[src/rtl/alu_issue_ctrl.sv]
// Issue/sequencing stage around the combinational ALU.
// Registers one command, captures the ALU result, holds the response.
module alu_issue_ctrl #(
  parameter int WIDTH     = 8,
  parameter int OP_WIDTH  = 4,
  parameter int CNT_WIDTH = 16
) (
  input  logic                 clk,
  input  logic                 rst,
  input  logic                 cmd_valid,
  output logic                 cmd_ready,
  input  logic [WIDTH-1:0]     cmd_a,
  input  logic [WIDTH-1:0]     cmd_b,
  input  logic [OP_WIDTH-1:0]  cmd_op,
  output logic [WIDTH-1:0]     operand_a,
  output logic [WIDTH-1:0]     operand_b,
  output logic [OP_WIDTH-1:0]  operation,
  input  logic [WIDTH-1:0]     alu_result,
  input  logic                 alu_carry,
  output logic                 rsp_valid,
  input  logic                 rsp_ready,
  output logic [WIDTH-1:0]     rsp_result,
  output logic                 rsp_carry,
  output logic                 rsp_zero,
  output logic [OP_WIDTH-1:0]  rsp_op,
  output logic [CNT_WIDTH-1:0] op_count
);

  typedef enum logic [1:0] {
    IDLE = 2'd0,
    EXEC = 2'd1,
    HOLD = 2'd2
  } state_t;

  localparam logic [CNT_WIDTH-1:0] CNT_ONE = 1;

  state_t state;

  // Ready is masked by rst so nothing is offered during reset.
  assign cmd_ready = (state == IDLE) && !rst;

  always_ff @(posedge clk) begin
    if (rst) begin
      state      <= IDLE;
      operand_a  <= '0;
      operand_b  <= '0;
      operation  <= '0;
      rsp_valid  <= 1'b0;
      rsp_result <= '0;
      rsp_carry  <= 1'b0;
      rsp_zero   <= 1'b0;
      rsp_op     <= '0;
      op_count   <= '0;
    end else begin
      unique case (state)
        IDLE: begin
          if (cmd_valid) begin
            operand_a <= cmd_a;
            operand_b <= cmd_b;
            operation <= cmd_op;
            state     <= EXEC;
          end
        end
        EXEC: begin
          rsp_result <= alu_result;
          rsp_carry  <= alu_carry;
          rsp_zero   <= (alu_result == '0);
          rsp_op     <= operation;
          rsp_valid  <= 1'b1;
          op_count   <= op_count + CNT_ONE;
          state      <= HOLD;
        end
        HOLD: begin
          if (rsp_ready) begin
            rsp_valid <= 1'b0;
            state     <= IDLE;
          end
        end
        default: state <= IDLE;
      endcase
    end
  end

endmodule
[config.mk]
export PLATFORM = sky130hd
export DESIGN_NAME = alu_issue_ctrl
export DESIGN_NICKNAME = d
export VERILOG_FILES = /design/src/rtl/alu_issue_ctrl.sv
export SDC_FILE = /design/constraint.sdc
export NUM_CORES = 1
export LEC_CHECK = 0
export BUFFER_PORTS_ARGS = -buffer_cell sky130_fd_sc_hd__buf_4
export CORE_ASPECT_RATIO = 0.8
export CORE_MARGIN = 5
export CORE_UTILIZATION = 47
export DETAILED_ROUTE_END_ITERATION = 10
export PLACE_DENSITY = 0.82
export SLEW_MARGIN = 20
export SYNTH_ARGS = -nofsm -noshare
export SYNTH_HDL_FRONTEND = slang
export SYNTH_SLANG_ARGS = --single-unit
[constraint.sdc]
create_clock -name clk -period 1.8 [get_ports clk]
set_input_delay 0.27 -clock clk [delete_from_list [all_inputs] [get_ports clk]]
set_output_delay 0.27 -clock clk [all_outputs]
set_load 0.005 [all_outputs]
==> run_summary.xml <==
<?xml version="1.0" encoding="UTF-8"?>
<metrics>
  <group name="run_status">
    <metric name="outcome" unit="">finished, final reports clean</metric>
  </group>
  <group name="timing">
    <metric name="rsz_0062_raised_after_global_routing" unit="">false</metric>
    <metric name="fin_hold_ws" unit="ns">0.1928</metric>
    <metric name="clock_skew" unit="ns">0.005289</metric>
    <metric name="report.final.hold_viol_count" unit="">0</metric>
    <metric name="fmax" unit="MHz">614.2</metric>
    <metric name="transition_time_at_the_pin_with_the_least_slew_margin" unit="ns">0.3739</metric>
    <metric name="setup_total_negative_slack" unit="ns">0</metric>
    <metric name="finalCritPeriodShare" unit="%">90.45</metric>
    <metric name="final-setup-viol-count" unit="">0</metric>
    <metric name="final_max_slew_viol_count" unit="">0</metric>
    <metric name="maxSlewHeadroom" unit="%">74.85</metric>
    <metric name="post-route-min-period" unit="ns">1.628</metric>
  </group>
  <group name="yosys">
    <metric name="synth_compound_gate_area_share" unit="%">11.56</metric>
    <metric name="synthesis.nets" unit="">285</metric>
    <metric name="yosysUniqueCellTypes" unit="">29</metric>
    <metric name="synthFlopType" unit="">sky130_fd_sc_hd__dfxtp_1</metric>
    <metric name="yosys_register_bits" unit="">53</metric>
    <metric name="synth_simple_gate_area_share" unit="%">26.92</metric>
    <metric name="synth.avg_cell_area" unit="um^2">8.110</metric>
    <metric name="yosys-mux-area-fraction" unit="%">0</metric>
    <metric name="synth_xor_area_share" unit="%">4.733</metric>
    <metric name="yosysWarningCount" unit="">0</metric>
    <metric name="postSynth.asyncResetShare" unit="%">0</metric>
    <metric name="synth_seq_area_share" unit="%">52.12</metric>
    <metric name="synth_top_family_by_area" unit="">simple AND/OR/NAND/NOR gates</metric>
    <metric name="mappedNetlistArea" unit="um^2">2036</metric>
    <metric name="synth_cells" unit="">251</metric>
    <metric name="synthAdderAreaFrac" unit="%">0.6146</metric>
    <metric name="synth-edff-count" unit="">0</metric>
  </group>
  <group name="cts">
    <metric name="cts_htree_levels" unit="">2</metric>
    <metric name="path_clk_slew" unit="ns">0.09</metric>
    <metric name="ctsLongestPathBuffers" unit="">2</metric>
    <metric name="tritoncts" unit="">yes</metric>
    <metric name="clock_tree.root_cell" unit="">sky130_fd_sc_hd__clkbuf_8</metric>
    <metric name="cts_hold_buf" unit="">0</metric>
    <metric name="sinks_on_the_clock_net" unit="">53</metric>
    <metric name="cts_resized" unit="">0</metric>
    <metric name="cts_buffers" unit="">5</metric>
    <metric name="clk-insertion-delay-late" unit="ns">0.29</metric>
    <metric name="cts_post_setup_buffers_inserted" unit="">0</metric>
  </group>
  <group name="setup_path">
    <metric name="cp_data_required_time" unit="ns">2.03</metric>
    <metric name="critPathKind" unit="">flip-flop to flip-flop</metric>
    <metric name="crit_path_max_fanout" unit="">7</metric>
    <metric name="sort_of_element_at_the_end_of_the_critical_path" unit="">flip-flop</metric>
    <metric name="crit_arrival" unit="ns">1.86</metric>
    <metric name="critical_path.startpoint_type" unit="">flip-flop</metric>
  </group>
  <group name="power">
    <metric name="pwr_density" unit="nW/um^2">825.2</metric>
    <metric name="seq_power_share" unit="%">53.3</metric>
    <metric name="switching_share" unit="%">22.15</metric>
    <metric name="static-leakage-power" unit="nW">1.241</metric>
    <metric name="power_switching" unit="W">0.0005185</metric>
    <metric name="design_power_total" unit="W">0.002341</metric>
    <metric name="pwr-share-comb" unit="%">11.9</metric>
    <metric name="clock_power_share" unit="%">34.8</metric>
    <metric name="p_int" unit="W">0.001822</metric>
    <metric name="peak_supply_drop" unit="uV">592.1</metric>
  </group>
  <group name="placed_design">
    <metric name="place.detailed.instances" unit="">381</metric>
    <metric name="place.gp.congestion" unit="">0.7539</metric>
    <metric name="numPortBuffers" unit="">84</metric>
    <metric name="detailedPlacementHpwl" unit="mm">3.624</metric>
  </group>
  <group name="floorplan">
    <metric name="core_area" unit="um^2">4178</metric>
    <metric name="io-pin-count" unit="">85</metric>
    <metric name="die-height" unit="um">68.87</metric>
    <metric name="fp.dieArea" unit="um^2">5756</metric>
    <metric name="die_width" unit="um">83.58</metric>
    <metric name="start_util" unit="%">48.73</metric>
    <metric name="floorplan.rows" unit="">21</metric>
  </group>
  <group name="global_routing">
    <metric name="wire_length_of_the_first_global_routing_pass" unit="mm">7.859</metric>
    <metric name="globalRouteTotalUtil" unit="%">17.01</metric>
    <metric name="grt_overflow_total" unit="">0</metric>
    <metric name="grt_antenna_before_repair" unit="">0</metric>
    <metric name="vias_in_the_first_global_route" unit="">1852</metric>
    <metric name="grt_max_degree" unit="">28</metric>
  </group>
  <group name="final_layout">
    <metric name="layout-drive-gt1-share" unit="%">30.12</metric>
    <metric name="final_non_filler_cells" unit="">389</metric>
    <metric name="final_nets" unit="">365</metric>
    <metric name="final_cell_mix" unit="">sky130_fd_sc_hd__buf_4 (89), sky130_fd_sc_hd__nand2_1 (77), sky130_fd_sc_hd__dfxtp_1 (53)</metric>
    <metric name="areaGrowthSynthToFinish" unit="%">39.34</metric>
    <metric name="layout.cells.most_common" unit="">sky130_fd_sc_hd__buf_4</metric>
    <metric name="insertedDiodeCount" unit="">0</metric>
  </group>
  <group name="job">
    <metric name="max-cap-violations" unit="">0</metric>
  </group>
  <group name="route">
    <metric name="drtIter0Drc" unit="">56</metric>
    <metric name="route.vias.total" unit="">1893</metric>
    <metric name="wl_per_cell" unit="um">12.48</metric>
    <metric name="vias_per_cell" unit="">4.866</metric>
    <metric name="totalWireLength" unit="mm">4.856</metric>
    <metric name="dr.pass1.iters" unit="">4</metric>
    <metric name="antenna_left" unit="">0</metric>
    <metric name="drc_errors" unit="">0</metric>
  </group>
  <group name="worst_hold_path">
    <metric name="hold_class" unit="">primary input to flip-flop</metric>
  </group>
</metrics>
sequential cells by signal (all words and copies together), names as in the netlist:
signal,flops
op_count,16
operand_a,8
operand_b,8
operation,4
rsp_carry,1
rsp_op,4
rsp_result,8
rsp_valid,1
rsp_zero,1
state,2
routing by layer:
layer	GRT usage [%]	share of wire, %	vias to the layer above	routed length (um)
met1	18.63	43	855	2091
met5	0	0	-	0
met4	4.819	0.47	0	23
met3	7.482	10	2	485
li1	-	-	976	-
met2	30.65	46	60	2256
cell usage after synthesis (2+ instances only):
cell,instances,area [um^2]
sky130_fd_sc_hd__nand2_1,77,289.0
sky130_fd_sc_hd__dfxtp_1,53,1061
sky130_fd_sc_hd__a21oi_1,40,200.2
sky130_fd_sc_hd__nor2_1,16,60.06
sky130_fd_sc_hd__clkbuf_1,15,56.30
sky130_fd_sc_hd__xnor2_1,6,52.55
sky130_fd_sc_hd__xor2_1,5,43.79
sky130_fd_sc_hd__o21ai_0,4,20.02
sky130_fd_sc_hd__or3_1,4,25.02
sky130_fd_sc_hd__and2_1,3,18.77
sky130_fd_sc_hd__nand4_1,3,18.77
sky130_fd_sc_hd__nor3_1,3,15.01
sky130_fd_sc_hd__nor4_1,3,18.77
sky130_fd_sc_hd__and3_1,2,12.51
sky130_fd_sc_hd__inv_1,2,7.510
sky130_fd_sc_hd__nand3_1,2,10.01
critical path, cell delays in order, from the launching register on:
cell	delay (ns)
sky130_fd_sc_hd__dfxtp_1	0.44
sky130_fd_sc_hd__and4_1	0.30
sky130_fd_sc_hd__nand4_2	0.17
sky130_fd_sc_hd__or4_1	0.52
sky130_fd_sc_hd__a21oi_1	0.14
cells by family after synthesis:
kind of cell	after synthesis
DFF	53
buffers and inverters	19
xor gates and xnor gates	11
adders and majority gates	1
and+or+nand+nor	121
AOI/OAI and AO/OA	46
stage by stage:
| stage | utilization [%] | instance area (um^2) | setup WS (ns) |
|---|---|---|---|
| after detailed placement | 65.11 | 2720 | 0.1798 |
| final | 67.89 | 2836 | 0.1719 |
| after global routing | 67.89 | 2836 | 0.02157 |
| after CTS | 67.89 | 2836 | 0.1693 |
| after floorplan | - | 2036 | 0.2828 |
| after global placement | 65.11 | 2720 | 0.2343 |
area by class of cell:
cell class              instances  area [um^2]
multi-input cells             179        892.1
inverters                       2        7.507
clock inverters                 1        30.03
flip-flops and latches         53         1061
fillers                       363         1341
well taps                      57        71.32
clock buffers                   7        86.33
repair buffers                 90        688.2
power by group through the flow:
| stage | sequential [W] | combinational (W) | clock (W) |
|---|---|---|---|
| floorplan | 0.00128 | 0.000116 | 0 |
| global placement | 0.00127 | 0.000276 | 0 |
| detailed placement | 0.00128 | 0.000281 | 0 |
| CTS | 0.00125 | 0.000282 | 0.000833 |
| global route | 0.00126 | 0.000312 | 0.000886 |
| finish | 0.00125 | 0.000278 | 0.000814 |
worst paths after layout:
| path | depth (start not counted) | slack (ns) | start | endpoint |
|---|---|---|---|---|
| min | 2 | 0.19 | cmd_valid | state[0] |
| max | 4 | 0.17 | op_count[3] | op_count[15] |
| min reg2reg | 2 | 0.46 | operand_a[6] | operand_a[6] |
| max reg2reg | 4 | 0.17 | op_count[3] | op_count[15] |
(Power assumes the default switching activity.)
